<file path="config.mk">
export PLATFORM = sky130hd
export DESIGN_NAME = dl_rr_reg_arb
export DESIGN_NICKNAME = d
export VERILOG_FILES = /design/src/rtl/dl_rr_reg_arb.sv
export SDC_FILE = /design/constraint.sdc
export NUM_CORES = 1
export LEC_CHECK = 0
export BUFFER_PORTS_ARGS = -buffer_cell sky130_fd_sc_hd__clkbuf_2
export CAP_MARGIN = 20
export CORE_ASPECT_RATIO = 0.75
export CORE_MARGIN = 2
export CORE_UTILIZATION = 36
export CTS_BUF_LIST = sky130_fd_sc_hd__clkbuf_4 sky130_fd_sc_hd__clkbuf_8 sky130_fd_sc_hd__clkbuf_16
export DETAILED_ROUTE_END_ITERATION = 12
export GPL_TIMING_DRIVEN = 0
export HOLD_SLACK_MARGIN = 0.06
export PLACE_DENSITY = 0.7
export SLEW_MARGIN = 0
export SYNTH_ARGS = -nofsm -noshare
export SYNTH_HDL_FRONTEND = slang
export SYNTH_SLANG_ARGS = --single-unit
</file>
<file path="constraint.sdc">
create_clock -name clk -period 5.1 [get_ports clk]
set_input_delay 0.51 -clock clk [delete_from_list [all_inputs] [get_ports clk]]
set_output_delay 0.51 -clock clk [all_outputs]
set_load 0.005 [all_outputs]
</file>
<file path="src/rtl/dl_rr_reg_arb.sv">
`default_nettype none
// ============================================================================
// Module   : dl_rr_reg_arb
// Purpose  : Round-robin arbitrated shared register. NUM_REQ requesters
//            compete to write one NUM_BITS register. The grant is
//            combinational and one-hot, and the write lands on the next edge.
//            The build macro DL_RR_ARB_LOCK_EN adds a per-requester lock.
//            With the lock, the last writer keeps the grant while it holds
//            both req and lock.
// Revision : 1.0 - initial release
// ============================================================================
module dl_rr_reg_arb #(
    parameter int                  NUM_REQ  = 4,
    parameter int                  NUM_BITS = 32,
    parameter logic [NUM_BITS-1:0] RST_VAL  = '0
) (
    input  logic                          clk,
    input  logic                          rst_n,
    input  logic [NUM_REQ-1:0]            req,
    input  logic [NUM_REQ*NUM_BITS-1:0]   wdata,
`ifdef DL_RR_ARB_LOCK_EN
    input  logic [NUM_REQ-1:0]            lock,
`endif
    output logic [NUM_REQ-1:0]            gnt,
    output logic [NUM_BITS-1:0]           q,
    output logic [$clog2(NUM_REQ)-1:0]    q_owner,
    output logic                          q_valid,
    output logic [7:0]                    wr_cnt
);

    localparam int                 c_ptr_w   = $clog2(NUM_REQ);
    // One extra bit so ptr + offset cannot overflow before the wrap.
    localparam logic [c_ptr_w:0]   c_num_req = (c_ptr_w+1)'(NUM_REQ);
    localparam logic [c_ptr_w-1:0] c_last    = c_ptr_w'(NUM_REQ - 1);

    logic [c_ptr_w-1:0]  r_ptr;
    logic [NUM_BITS-1:0] r_q;
    logic [c_ptr_w-1:0]  r_q_owner;
    logic                r_q_valid;
    logic [7:0]          r_wr_cnt;

    logic [c_ptr_w:0]    w_sum;
    logic [c_ptr_w-1:0]  w_rr_idx;
    logic                w_rr_any;
    logic                w_lock_active;
    logic [c_ptr_w-1:0]  w_gnt_idx;
    logic                w_any;
    logic [c_ptr_w-1:0]  w_ptr_next;

    // Round-robin search. Scanning from the farthest offset back to offset 0
    // lets the request nearest to ptr overwrite every other match.
    always_comb begin
        w_sum    = '0;
        w_rr_idx = '0;
        w_rr_any = 1'b0;
        for (int k = NUM_REQ - 1; k >= 0; k--) begin
            w_sum = {1'b0, r_ptr} + (c_ptr_w+1)'(k);
            if (w_sum >= c_num_req) begin
                w_sum = w_sum - c_num_req;
            end
            if (req[w_sum[c_ptr_w-1:0]]) begin
                w_rr_idx = w_sum[c_ptr_w-1:0];
                w_rr_any = 1'b1;
            end
        end
    end

`ifdef DL_RR_ARB_LOCK_EN
    // The lock counts only for the current owner, and only while that owner
    // also requests.
    assign w_lock_active = rst_n & r_q_valid & req[r_q_owner] & lock[r_q_owner];
`else
    assign w_lock_active = 1'b0;
`endif

    assign w_gnt_idx  = w_lock_active ? r_q_owner : w_rr_idx;
    assign w_any      = rst_n & (w_lock_active | w_rr_any);
    assign w_ptr_next = (w_gnt_idx == c_last) ? '0 : w_gnt_idx + c_ptr_w'(1);

    // Drive a one-hot grant from the winning index, or zero when nobody wins.
    always_comb begin
        gnt = '0;
        if (w_any) begin
            gnt = {{(NUM_REQ-1){1'b0}}, 1'b1} << w_gnt_idx;
        end
    end

    // Register update. Reset beats a simultaneous write, and the pointer
    // stays put while a lock holds the grant.
    always_ff @(posedge clk) begin
        if (!rst_n) begin
            r_ptr     <= '0;
            r_q       <= RST_VAL;
            r_q_owner <= '0;
            r_q_valid <= 1'b0;
            r_wr_cnt  <= 8'd0;
        end else if (w_any) begin
            r_q       <= wdata[w_gnt_idx*NUM_BITS +: NUM_BITS];
            r_q_owner <= w_gnt_idx;
            r_q_valid <= 1'b1;
            if (!w_lock_active) begin
                r_ptr <= w_ptr_next;
            end
            if (r_wr_cnt != 8'hFF) begin
                r_wr_cnt <= r_wr_cnt + 8'd1;
            end
        end
    end

    assign q       = r_q;
    assign q_owner = r_q_owner;
    assign q_valid = r_q_valid;
    assign wr_cnt  = r_wr_cnt;

endmodule
`default_nettype wire

</file>
Word-level counts from Yosys, hierarchy flattened
Cells that the tools add are included.

operators by class
  equality and inequality tests = 2
  bitwise logic cells = 1
  add/sub/neg operators = 9
  shift-type cells = 2
  muxes and demuxes = 22
  reductions and logical operators = 1
  order comparisons = 8

operators by type and width
  operator               count
  $shiftx A128 B8 Y32    1
  $mux W2                9
  $lt A2 B3 Y1 const B   4
  $ge A3 B3 Y1 const B   3
  $add A8 B1 Y8 const B  1
  $bmux W1 S2            4
  $mux W1                8
  $ne A8 B8 Y1 const B   1
  $sub A2 B1 Y2 const B  4
  $add A2 B2 Y3 const B  2
  $mux W4                1
  $shl A1 B2 Y4 const A  1
  $add A2 B1 Y3 const B  1
  $ge A2 B3 Y1 const B   1
  $add A2 B1 Y2 const B  1
  $eq A2 B2 Y1 const B   1
  $reduce_and A2 Y1      1
  $and A1 B1 Y1          1

word-level totals
  input bits = 134
  register bits = 45
  output and inout port bits = 47

Longest topological paths before layout
Gate-level depths: netlist of run 1.

  depth after elaboration = 11
  depth in mapped cells = 8

Worst setup path before layout of run 1
OpenSTA, ideal clock, no wires.

  path kind = input to output
  start point = input port req[2]
  end point = output port gnt[3]
  setup slack = 2,936 ps
  arrival = 1,654 ps
  required time = 4,590 ps
  stages = 7
  cells stage by stage = nor2b_1 > a211o_1 > and2_1 > buf_6 > buf_6 > ha_1 > and2_1

between the ends
  longest elaborated chain between the ends = 8

RTL lines
  element                                           line    RTL
  from (decl)                                       19      input logic [NUM_REQ-1:0] req,
  $bmux W1 S2                                       61      if (req[w_sum[c_ptr_w-1:0]]) begin
  $mux W1 (not written as such)                     61
  $mux W2 or $mux W1 (tied branches) (4 in series)  61
  $shl A1 B2 Y4 or $and A1 B1 Y1 (tied branches)    84, 77
  $mux W4 *                                         83      if (w_any) begin
  to (decl)                                         24      output logic [NUM_REQ-1:0] gnt,

Mark *: on every way between the ends. The rest lies on a longest branch, timed or not. The select of a mux whose other input is x is not followed.

Worst setup path in the final report of run 1
  start point = register r_ptr[1]
  end point = output port gnt[3]

between the ends
  longest elaborated chain between the ends = 11

RTL lines
  element                                           line    RTL
  from (decl)                                       36      logic [c_ptr_w-1:0] r_ptr;
  from (signal assigned)                            102     r_ptr <= w_ptr_next;
  $add A2 B2 Y3                                     57      w_sum = {1'b0, r_ptr} + (c_ptr_w+1)'(k);
  $ge A3 B3 Y1 or $sub A2 B1 Y2 (tied branches)     58, 59
  $mux W2                                           58      if (w_sum >= c_num_req) begin
  $bmux W1 S2                                       61
  $mux W1 (not written as such)                     61
  $mux W2 or $mux W1 (tied branches) (4 in series)  61
  $shl A1 B2 Y4 or $and A1 B1 Y1 (tied branches)    84, 77
  $mux W4 *                                         83

Marked as above.

==> results.sh, run 1 <==
export IMPL_syn_area_um2=2770
export IMPL_synth_top_cell_area_share_pct=32.5
export IMPL_die_w_um=105
export IMPL_period_share_pct=49.7
export IMPL_skew_ns=0.00742
export IMPL_yosysUniqueCellTypes=34
export IMPL_drt_initial_drc_count=149
export IMPL_layout_common_cells="clkbuf_2 (180), dfxtp_1 (45), nand2_1 (40), and3_1 (34), o211ai_1 (34)"
export IMPL_clock_sinks=45
export IMPL_first_pass_iters=4
export IMPL_crit_chain="nand2_1, a211o_1, and2_1, buf_6, buf_6, ha_1, and2_1, clkbuf_2"
export IMPL_start_util_pct=37.4
export IMPL_ys_seq_area_share_pct=32.5
export IMPL_num_vias=3170
export IMPL_ir_worst_vdd_mv=0.149
export IMPL_clkTransAtPathRegs_ns=0.09
export IMPL_critPathSlowestCell="dfxtp_1"
export IMPL_drt_met1_wl_mm=4.13
export IMPL_core_area_um2=7400
export IMPL_yosys_top_cells_area="dfxtp_1 (33%), mux2i_1 (12%), o211ai_1 (9.2%), a21boi_0 (8.7%), and3_1 (7.7%)"
export IMPL_yosys_warnings=0
export IMPL_end_kind="output port"
export IMPL_die_y_um=80.0
export IMPL_synth_largest_area_cell="dfxtp_1"
export IMPL_cts_resized=0
export IMPL_min_period_ns=2.53
export IMPL_postCtsHoldBufs=0
export IMPL_ys_async_sr_fraction_pct=0
export IMPL_p_leak_nw=1.93
export IMPL_avgSynthCellArea_um2=8.32
export IMPL_r2r_start="r_ptr[0]$_SDFFE_PN0P_"
export IMPL_cts_htree_levels=2
export IMPL_synth_seq_cells=45
export IMPL_clk_latency_ns=0.29
export IMPL_track_usage_pct=21.3
export IMPL_max_stage_delay_ns=0.39
export IMPL_io_buffers=180
export IMPL_crit_cells=8
export IMPL_preCtsSetupSlack_ns=2.58
export IMPL_final_util_pct=52.9
export IMPL_n_antenna_cell=0
export IMPL_wl_met2_mm=4.12
export IMPL_totalWireLength_mm=9.02
export IMPL_post_cts_buffers=0
export IMPL_max_slew_margin_pct=58.4
export IMPL_drc_errors=0
export IMPL_critPathBufInv=3
export IMPL_holdCritStartpoint="q[9]$_SDFFE_PN0P_"
export IMPL_ant_nets=0
export IMPL_ys_flop_type="dfxtp_1"
export IMPL_cp_start_kind="flip-flop"
export IMPL_startpoint="r_ptr[1]$_SDFFE_PN0P_"
export IMPL_grt_pass1_wl_mm=14.6
export IMPL_final_common_cell="clkbuf_2"
export IMPL_numCtsBuffers=5
export IMPL_grt_start_max_net_pins=14
export IMPL_worst_pin_slew_ns=0.621
export IMPL_grt_pass1_vias=3109
export IMPL_std_cell_rows=27
export IMPL_max_freq_ghz=0.395
export IMPL_tns_ns=0
export IMPL_final_nets=656
export IMPL_reg2regPathDepth=6
export IMPL_syn_inst=333
export IMPL_dieArea_um2=8420
export IMPL_root_buffer="clkbuf_8"
export IMPL_cts_tree="built"
export IMPL_antenna_found_initial=0
export IMPL_viasPerCell=5.10
export IMPL_dp_hpwl_mm=6.98
export IMPL_setup_viol=0
export IMPL_whs_path_depth=2
export IMPL_syn_to_final_growth_pct=41.4
export IMPL_rsz0062_at_grt="no"
export IMPL_cp_max_fo=10
export IMPL_synth_edf_count=0
export IMPL_io_pins=181
export IMPL_hold_path_class="flip-flop to flip-flop"
export IMPL_post_route_cells_drive_above_1_share_pct=40.1
export IMPL_wl_per_cell_um=14.5
export IMPL_finalHoldViolCount=0
export IMPL_fin_ws_ns=2.57
export IMPL_grt_overflow=0
export IMPL_status="completed"
export IMPL_synth_nets=469
export IMPL_wl_met3_um=631
export IMPL_cts_buffer_depth=2
export IMPL_cp_required_ns=4.59
export IMPL_p_per_area_nw_per_um2=312
export IMPL_fillCellCount=751
export IMPL_top_layer="met4"
export IMPL_drv_cap=0
export IMPL_path_class="flip-flop to output port"
export IMPL_gp_congestion=0.856
export IMPL_cp_arrival_ns=2.02
export IMPL_critical_path_top_delay_family="buffers and inverters"
export IMPL_drv_slew=0
-- stage by stage --
stage / cells / power (W) / hold slack, ns / instance area, µm²
floorplan: 333 / 0.000741 / 0.464 / 2770
global placement: 614 / 0.000932 / 0.449 / 3800
detailed placement: 614 / 0.000943 / 0.458 / 3800
CTS: 622 / 0.00124 / 0.488 / 3920
global route: 622 / 0.00131 / 0.509 / 3920
finish: 622 / 0.00122 / 0.488 / 3920
-- cell usage after synthesis (2+ instances only) --
cell type and count:
o41ai_1 2, o311ai_0 2, o21bai_1 2, xor2_1 2, buf_6 4, nand3_1 3
mux2i_1 32, o211ai_1 34, dfxtp_1 45, buf_2 14, and3_1 34, ha_1 2
and2_1 9, xnor2_1 2, clkbuf_1 12, nor2_1 4, nand2_1 40, o31ai_1 2
inv_1 4, o21ai_0 26, a21boi_0 32, a21oi_1 2, nor2b_1 6, o21ai_1 8
-- routing by layer --
layer  vias up  global-route usage (%)
met2       124                    36.9
met4         0                    6.00
met3        10                    4.16
met5         -                       0
li1       1598                       -
met1      1438                    26.9
-- logic make-up after synthesis --
kind of cell / after synthesis / synth area share [%]
AND/OR/NAND/NOR: 100 / 18.8
adder cells (fa/ha/maj): 2 / 0.904
XOR/XNOR: 4 / 1.27
multiplexers: 32 / 11.6
flip-flops: 45 / 32.5
buffers and inverters: 34 / 6.33
AO/OA/AOI/OAI: 116 / 28.6
-- tightest hold or removal path: cells and delay by family, from the launching register on --
kind | cells | cell delay, ns
compound gates | 1 | 0.07
simple gates | 1 | 0.05
flops | 1 | 0.32
-- power by group --
part / internal (W) / switching (W)
clock: 0.000165 / 0.000124
sequential: 0.000420 / 0.0000391
combinational: 0.000228 / 0.000244
-- registers in the layout (all words and copies together), names as in the netlist --
| signal | flops |
|---|---|
| q | 32 |
| q_owner | 2 |
| q_valid | 1 |
| r_ptr | 2 |
| wr_cnt | 8 |
-- path summary, 6_finish.rpt --
kind,end,slack [ns]
hold / removal,q[9]$_SDFFE_PN0P_,0.49
setup / recovery,gnt[3],2.57
hold reg to reg,q[9]$_SDFFE_PN0P_,0.49
setup reg to reg,q[17]$_SDFFE_PN0P_,3.21
-- area by class of cell --
type / instances / area, µm² / share of cell area, %
Clock inverter: 1 / 30.0 / 0.767
Tap cell: 101 / 126 / 3.23
Inverter: 4 / 15.0 / 0.383
Clock buffer: 7 / 90.1 / 2.30
Multi-Input combinational cell: 254 / 1690 / 43.2
Timing Repair Buffer: 180 / 901 / 23.0
Sequential cell: 45 / 901 / 23.0
Buffer: 30 / 160 / 4.09
(Power assumes the default switching activity.)
==> run 2, diff against run 1 <==
--- a/config.mk
+++ b/config.mk
@@ -14,7 +14,7 @@
 export DETAILED_ROUTE_END_ITERATION = 12
 export GPL_TIMING_DRIVEN = 0
 export HOLD_SLACK_MARGIN = 0.06
-export PLACE_DENSITY = 0.7
+export PLACE_DENSITY = 0.73
 export SLEW_MARGIN = 0
 export SYNTH_ARGS = -nofsm -noshare
 export SYNTH_HDL_FRONTEND = slang
==> constraint.sdc (replaced) <==
create_clock -name clk -period 2.15 [get_ports clk]
set_input_delay 0.215 -clock clk [delete_from_list [all_inputs] [get_ports clk]]
set_output_delay 0.215 -clock clk [all_outputs]
set_load 0.005 [all_outputs]
==> results.sh, run 2 (synthesis gave the netlist of run 1 again) <==
export IMPL_whs_path_depth=3
export IMPL_cp_max_fo=11
export IMPL_hold_end="q[16]$_SDFFE_PN0P_"
export IMPL_ant_nets=0
export IMPL_reg2regPathDepth=6
export IMPL_postCtsHoldBufs=0
export IMPL_cp_required_ns=1.93
export IMPL_clock_sinks=45
export IMPL_dieArea_um2=8420
export IMPL_die_y_um=80.0
export IMPL_startpoint="r_ptr[1]$_SDFFE_PN0P_"
export IMPL_n_antenna_cell=0
export IMPL_worst_pin_slew_ns=0.606
export IMPL_gp_congestion=0.800
export IMPL_totalWireLength_mm=8.88
export IMPL_path_class="flip-flop to output port"
export IMPL_ir_worst_vdd_mv=0.289
export IMPL_num_vias=3151
export IMPL_io_buffers=180
export IMPL_dp_hpwl_mm=7.05
export IMPL_critPathSlowestCell="dfxtp_4"
export IMPL_numCtsBuffers=5
export IMPL_clkTransAtPathRegs_ns=0.10
export IMPL_max_freq_ghz=0.508
export IMPL_grt_overflow=0
export IMPL_max_stage_delay_ns=0.37
export IMPL_min_period_ns=1.97
export IMPL_start_util_pct=37.4
export IMPL_fillCellCount=737
export IMPL_end_kind="output port"
export IMPL_p_leak_nw=1.92
export IMPL_r2r_slack_ns=0.23
export IMPL_grt_pass1_wl_mm=14.4
export IMPL_die_w_um=105
export IMPL_layout_common_cells="clkbuf_2 (180), dfxtp_1 (44), nand2_1 (39), and3_1 (34), o211ai_1 (34)"
export IMPL_setup_viol=0
export IMPL_drv_cap=0
export IMPL_cts_tree="built"
export IMPL_cp_common_cell="and2_1"
export IMPL_syn_to_final_growth_pct=40.6
export IMPL_drt_initial_drc_count=66
export IMPL_first_pass_iters=4
export IMPL_rr_endpoint="q[4]$_SDFFE_PN0P_"
export IMPL_grt_pass1_vias=3127
export IMPL_crit_chain="nand2_1, a211o_1, and2_1, buf_6, ha_2, and2_1, clkbuf_2"
export IMPL_fin_ws_ns=0.182
export IMPL_io_pins=181
export IMPL_cts_buffer_depth=2
export IMPL_finalHoldViolCount=0
export IMPL_period_share_pct=91.5
export IMPL_hold_slack_ns=0.214
export IMPL_status="completed"
export IMPL_drv_slew=0
export IMPL_p_per_area_nw_per_um2=706
export IMPL_cts_htree_levels=2
export IMPL_rsz0062_at_grt="no"
export IMPL_drc_errors=0
export IMPL_clk_latency_ns=0.29
export IMPL_final_util_pct=52.6
export IMPL_skew_ns=0.00438
export IMPL_max_slew_margin_pct=59.4
export IMPL_track_usage_pct=21.2
export IMPL_core_area_um2=7400
export IMPL_root_buffer="clkbuf_8"
export IMPL_final_common_cell="clkbuf_2"
export IMPL_power_w=0.00275
export IMPL_grt_start_max_net_pins=16
export IMPL_cp_start_kind="flip-flop"
export IMPL_std_cell_rows=27
export IMPL_largest_reg_flops=32
export IMPL_final_nets=656
export IMPL_viasPerCell=5.07
export IMPL_hold_path_class="input pin to flip-flop"
export IMPL_tns_ns=0
export IMPL_wl_per_cell_um=14.3
export IMPL_post_route_cells_drive_above_1_share_pct=40.7
export IMPL_r2r_start="r_ptr[0]$_SDFFE_PN0P_"
export IMPL_cp_arrival_ns=1.75
export IMPL_preCtsSetupSlack_ns=0.180
export IMPL_antenna_found_initial=0
export IMPL_holdCritStartpoint="wdata[48]"
==> run 2: metrics by stage <==
| stage | instances | instance area, µm² |
|---|---|---|
| floorplan | 333 | 2770 |
| global placement | 614 | 3800 |
| detailed placement | 614 | 3800 |
| CTS | 623 | 3890 |
| global route | 622 | 3890 |
| finish | 622 | 3890 |
==> run 2: report_power, final <==
group	switching (W)	internal (W)	total, W
logic	0.000566	0.000541	0.00111
clock network	0.000315	0.000231	0.000547
registers	0.0000946	0.00100	0.00109
total	0.000976	0.00177	0.00275
==> run 2: how the worst max path moves through the flow <==
stage | end | slack [ns]
after floorplan | r_ptr[0]$_SDFFE_PN0P_ | 0.44
after global placement | gnt[3] | 0.26
after detailed placement | q[4]$_SDFFE_PN0P_ | 0.18
after CTS | gnt[3] | 0.03
after global routing | gnt[1] | 0.04
final | gnt[3] | 0.18
==> run 2: per-layer routing <==
| layer | global-route usage [%] | vias to the layer above | wire length (µm) |
|---|---|---|---|
| met1 | 26.2 | 1437 | 4010 |
| met5 | 0 | - | 0 |
| li1 | - | 1592 | - |
| met3 | 4.33 | 2 | 621 |
| met4 | 4.67 | 0 | 34 |
| met2 | 38.1 | 120 | 4210 |
==> run 2: area by class of cell <==
class	count	area (µm²)	share of cell area, %
plain buffers	29	151	3.89
multi-input cells	254	1700	43.6
inverters	4	15.0	0.386
clock inverters	3	21.3	0.546
clock buffers	5	68.8	1.77
repair buffers	181	908	23.3
well taps	101	126	3.25
flip-flops and latches	45	905	23.2
==> run 2: critical path: cells and delay by family, from the launching register on <==
kind                     cells  cell delay, ns
AO/OA/AOI/OAI                1            0.29
buffers and inverters        2            0.26
flip-flops                   1            0.37
adder cells (fa/ha/maj)      1            0.19
AND/OR/NAND/NOR              3            0.35
==> run 2: timing repair <==
| item | CTS | global route |
|---|---|---|
| setup endpoints to repair | 1 | 2 |
| setup buffers | 1 | 0 |
| gates resized for setup | 1 | 5 |
| endpoints found under the hold margin | 0 | 0 |
